## config.mk

```make
export PLATFORM = sky130hd
export DESIGN_NAME = hazard_scoreboard
export DESIGN_NICKNAME = d
export VERILOG_FILES = /design/src/rtl/scb_pkg.sv /design/src/rtl/scb_counter.sv /design/src/rtl/hazard_scoreboard.sv
export SDC_FILE = /design/constraint.sdc
export NUM_CORES = 1
export LEC_CHECK = 0
export ABC_CLOCK_PERIOD_IN_PS = 5800
export CORE_MARGIN = 3
export CORE_UTILIZATION = 35
export DETAILED_ROUTE_END_ITERATION = 7
export GPL_TIMING_DRIVEN = 0
export SLEW_MARGIN = 20
export SYNTH_ARGS = -nofsm -noshare
export SYNTH_HDL_FRONTEND = slang
export SYNTH_SLANG_ARGS = --single-unit
```

## constraint.sdc

```tcl
create_clock -name clk -period 5.8 [get_ports clk]
set_input_delay 1.16 -clock clk [delete_from_list [all_inputs] [get_ports clk]]
set_output_delay 1.16 -clock clk [all_outputs]
set_load 0.01 [all_outputs]
```

## src/rtl/scb_pkg.sv

```systemverilog
// Shared types and helpers for the register-hazard scoreboard.
package scb_pkg;

  localparam int unsigned DEF_NREG   = 8;
  localparam int unsigned DEF_WB_LAT = 3;

  function automatic int unsigned cnt_width(input int unsigned wb_lat);
    return $clog2(wb_lat + 1);
  endfunction

  // Counters strictly above this value belong to writers squashed by a flush.
  function automatic int unsigned kill_thresh(input int unsigned wb_lat,
                                              input int unsigned kill_depth);
    return wb_lat - kill_depth;
  endfunction

  typedef logic [cnt_width(DEF_WB_LAT)-1:0] scb_cnt_t;
  typedef logic [$clog2(DEF_NREG)-1:0]      scb_reg_t;

endpackage

```

## src/rtl/scb_counter.sv

```systemverilog
// Per-register pending-write down-counter: load on issue, saturating decrement,
// clear of young writers on flush.
module scb_counter
  import scb_pkg::*;
#(
  parameter int unsigned WB_LAT     = 3,
  parameter int unsigned KILL_DEPTH = 1,
  parameter int unsigned CW         = cnt_width(WB_LAT)
) (
  input  logic          clk,
  input  logic          reset,
  input  logic          load,
  input  logic          flush,
  output logic [CW-1:0] cnt
);

  localparam logic [CW-1:0] LOAD_VAL = CW'(WB_LAT);
  localparam logic [CW-1:0] KILL_TH  = CW'(kill_thresh(WB_LAT, KILL_DEPTH));

  always_ff @(posedge clk) begin
    if (!reset) begin
      cnt <= '0;
    end else if (flush && (cnt > KILL_TH)) begin
      cnt <= '0;
    end else if (load) begin
      cnt <= LOAD_VAL;
    end else if (cnt != '0) begin
      cnt <= cnt - CW'(1);
    end
  end

endmodule

```

## src/rtl/hazard_scoreboard.sv

```systemverilog
// Register-hazard scoreboard: per-register writeback countdown, decode stall
// and bubble control. Optional WB-stage bypass enabled by SCB_FORWARD_EN.
module hazard_scoreboard
  import scb_pkg::*;
#(
  parameter int unsigned NREG       = 8,
  parameter int unsigned NSRC       = 2,
  parameter int unsigned WB_LAT     = 3,
  parameter int unsigned KILL_DEPTH = 1
) (
  input  logic                          clk,
  input  logic                          reset,
  input  logic                          issue_valid,
  input  logic                          issue_we,
  input  logic [$clog2(NREG)-1:0]       issue_rd,
  input  logic [NSRC*$clog2(NREG)-1:0]  src_adr,
  input  logic [NSRC-1:0]               src_used,
  input  logic                          flush,
  output logic                          stall,
  output logic                          en_pc,
  output logic                          en_ifid,
  output logic                          flush_idex,
  output logic                          issued,
  output logic [NREG-1:0]               busy,
  output logic [NSRC-1:0]               fwd_hit
);

  localparam int unsigned AW = $clog2(NREG);
  localparam int unsigned CW = cnt_width(WB_LAT);

  logic [CW-1:0]   cnt      [NREG];
  logic [CW-1:0]   port_cnt [NSRC];
  logic [NSRC-1:0] hazard;

  // flush blocks issue, so a squashed instruction never loads its counter
  assign issued     = issue_valid & ~stall & ~flush;
  assign stall      = issue_valid & (|hazard);
  assign en_pc      = ~stall;
  assign en_ifid    = ~stall;
  assign flush_idex = stall | flush;

  for (genvar r = 0; r < NREG; r++) begin : g_reg
    scb_counter #(
      .WB_LAT     (WB_LAT),
      .KILL_DEPTH (KILL_DEPTH),
      .CW         (CW)
    ) u_cnt (
      .clk   (clk),
      .reset (reset),
      .load  (issued & issue_we & (issue_rd == AW'(r))),
      .flush (flush),
      .cnt   (cnt[r])
    );
    assign busy[r] = |cnt[r];
  end

  for (genvar p = 0; p < NSRC; p++) begin : g_port
    assign port_cnt[p] = cnt[src_adr[p*AW +: AW]];
`ifdef SCB_FORWARD_EN
    // A count of 1 means the value is in WB and can be bypassed to decode.
    assign fwd_hit[p] = src_used[p] & (port_cnt[p] == CW'(1));
    assign hazard[p]  = src_used[p] & (port_cnt[p] != '0) & ~fwd_hit[p];
`else
    assign fwd_hit[p] = 1'b0;
    assign hazard[p]  = src_used[p] & (port_cnt[p] != '0);
`endif
  end

endmodule
```

==> impl_metrics.csv <==
group,metric,value,unit
outcome,outcome,"complete, no violations",
clock_tree,clockBufferDepth,2,
placement,port-buffer-count,26,
global_route,grt_pass1_wl,5490,microns
placement,dp.cells,235,
setup_path,cpPeakStageDelay,0.69,ns
clock_tree,clock_latency,0.25,ns
clock_tree,holdBufCountCts,0,
global_route,grt_antenna_before_repair,0,
clock_tree,cts_buffers,3,
finish,final.fill_count,359,
global_route,grtUsageTotal,0.156,
sta,rsz0062_at_grt,"no",
power,pwr-share-comb,0.592,
detailed_routing,drc,0,
floorplan,die_y,68.1,microns
power,vdd_drop_max,0.189,mV
setup_path,cpMostUsedCell,"clkdlybuf4s50_1",
sta,post-route-period-util,0.843,
setup_path,path_cells,"clkdlybuf4s50_1 -> nor3b_1 -> o21bai_1 -> and2_1 -> o41ai_1 -> buf_4 -> clkdlybuf4s50_1",
yosys,synth-seq-cells,16,
sta,finalSetupTns,0,ns
sta,clock_skew,0.00159,ns
detailed_routing,wl_per_cell,14.4,microns
floorplan,rows,21,
clock_tree,cts_max_level,1,
yosys,syn_area,1350,sq um
sta,slew_violations,0,
floorplan,core_area,3520,sq um
sta,fmax,0.205,GHz
setup_path,critPathCaptureType,"output port",
job,cap_violations,0,
finish,largest_reg_flops,16,
power,power_density,404,nW/um^2
sta,tightestPinTransition,0.710,ns
finish,post-route-util,0.486,
detailed_routing,antenna_left,0,
sta,setup_viol,0,
floorplan,io_pins,31,
detailed_routing,vias_per_cell,5.30,
setup_path,cp.arrival,3.73,ns
clock_tree,tritoncts,"yes",
setup_path,crit_type,"in -> out",
yosys,netlist_top_cells_count,"inv_1 (27), nand2_1 (19), dfxtp_1 (16), ha_1 (16), o32ai_1 (14)",
yosys,synth-main-ff-cell,"dfxtp_1",
clock_tree,post_cts_buffers,0,
clock_tree,clock_sinks,16,
clock_tree,clockRootBuffer,"clkbuf_8",
detailed_routing,wl,3420,microns
finish,seqCellArea,320,sq um
placement,dp_hpwl,2680,microns
sta,finalHoldViolations,0,
power,pwr-share-seq,0.286,
sta,max_slew_margin,0.520,
finish,drive_above_1_share,0.0885,
yosys,syn_avg_cell_area,8.33,sq um
yosys,yosys.area.top_type,"dfxtp_1",
floorplan,start_util,0.383,
floorplan,die_x,68.1,microns
power,p_switching,271,uW
yosys,ys_seq_area_frac,0.237,
setup_path,cp-start-kind,"input port",
placement,place_congestion,0.837,
yosys,ys_warn_count,0,
power,p_leak,0.000747,uW
detailed_routing,routed-via-count,1261,
setup_path,crit_required,4.64,ns
power,pwr-share-clk,0.122,
sta,fin_crit,4.89,ns
global_route,grt_overflow_total,0,
power,p_int,420,uW
finish,largestRegisters,"g.u_cnt.cnt x16",
clock_tree,path_clk_slew,0.06,ns
detailed_routing,firstDrtPassIters,4,
clock_tree,cts_resized,0,
yosys,yosysTopAreaCellShare,0.237,
worst_hold_path,hold_path_class,"reg -> reg",
finish,max_flop_register,"g.u_cnt.cnt",
power,switching_share,0.393,
finish,area_growth,26.9,%
yosys,syn_inst,162,
setup_path,worstPathMaxFanout,8,
finish,n_antenna_cell,0,
global_route,grt_pass1_vias,1193,
finish,finalNonFillerCells,238,
yosys,async_flop_share,0,
finish,multi_input_area,871,sq um
setup_path,crit_slowest_cell,"o41ai_1",
finish,nNetsFinal,226,
detailed_routing,drt-initial-drc-count,61,
global_route,grt_max_degree,11,
floorplan,die-area,4630,sq um
yosys,synthDistinctLibCells,37,
yosys,yosysMostFrequentCell,"inv_1",
yosys,synth-edff-count,0,
yosys,synthTopCellsByArea,"dfxtp_1 (24%), ha_1 (15%), o32ai_1 (9.1%)",
## layer usage
layer	vias up	part of all wire	track usage
li1	627	-	-
met1	586	0.46	0.205
met2	44	0.47	0.265
met3	4	0.068	0.0246
met4	0	0.0070	0.0372
met5	-	0	0
## worst max-delay path: cells and delay by family
family	cells	cell delay (ns)
and+or+nand+nor	2	0.39
AOI/OAI and AO/OA	2	0.81
buffers and inverters	3	1.36
## metrics by stage
stage	cell area [sq um]	setup slack, ns	hold WS (ns)	power (uW)
after global routing	1710	0.702	0.683	757
after detailed placement	1670	0.937	0.607	610
after CTS	1710	0.913	0.629	698
after floorplan	1350	2.02	0.570	465
after global placement	1670	0.937	0.590	593
final	1710	0.911	0.628	691
## cells in the final DEF (no fill, tap or decap), types with 2 or more instances in the layout
cell type	count
inv_1	27
clkdlybuf4s50_1	26
nand2_1	19
ha_1	16
dfxtp_1	16
o32ai_1	14
nor2_1	8
xor2_1	7
mux2_2	7
or3_1	5
nor3_1	3
nor4b_1	3
clkbuf_1	3
buf_4	3
clkbuf_8	3
nor3b_1	2
o21bai_1	2
a31oi_1	2
nand3_1	2
nand2b_1	2
o21ai_0	2
or4_1	2
conb_1	2
## power by group through the flow
stage	logic [uW]	clock network (uW)	registers, uW
after floorplan	277	0	188
after global placement	396	0	197
after detailed placement	410	0	200
after CTS	416	84.7	197
after global routing	464	90.0	204
final	409	84.6	198
## final timing paths
path                                                    startpoint                                 end  slack (ns)  cells past startpoint
worst max register to register  g_reg[1].u_cnt.cnt[0]$_SDFFE_PP0P_  g_reg[0].u_cnt.cnt[1]$_SDFFE_PP0P_        3.78                      7
worst min register to register  g_reg[7].u_cnt.cnt[0]$_SDFFE_PP0P_  g_reg[7].u_cnt.cnt[0]$_SDFFE_PP0P_        0.63                      2
worst min-delay path            g_reg[7].u_cnt.cnt[0]$_SDFFE_PP0P_  g_reg[7].u_cnt.cnt[0]$_SDFFE_PP0P_        0.63                      2
worst max-delay path                                    src_adr[4]                               en_pc        0.91                      7
## area by class of cell
class                      instances  share of cell area
tap                               46              0.0336
buffer                             8              0.0351
clock buffer                       3              0.0241
multi-input combinational        112               0.509
sequential                        16               0.187
timing repair buffer              26               0.152
inverter                          27              0.0592
## logic make-up (layout without fill, tap and decap cells)
kind of cell | count (synthesis) | after routing | share of synthesized area
simple gates | 52 | 52 | 0.206
compound gates | 25 | 25 | 0.151
buf+inv | 35 | 64 | 0.120
mux | 9 | 9 | 0.0826
other cells | 1 | 2 | 0.00278
flops | 16 | 16 | 0.237
fa+ha+maj | 16 | 16 | 0.148
xor+xnor | 8 | 8 | 0.0520
Note: power is estimated with default switching activity, not from simulation.
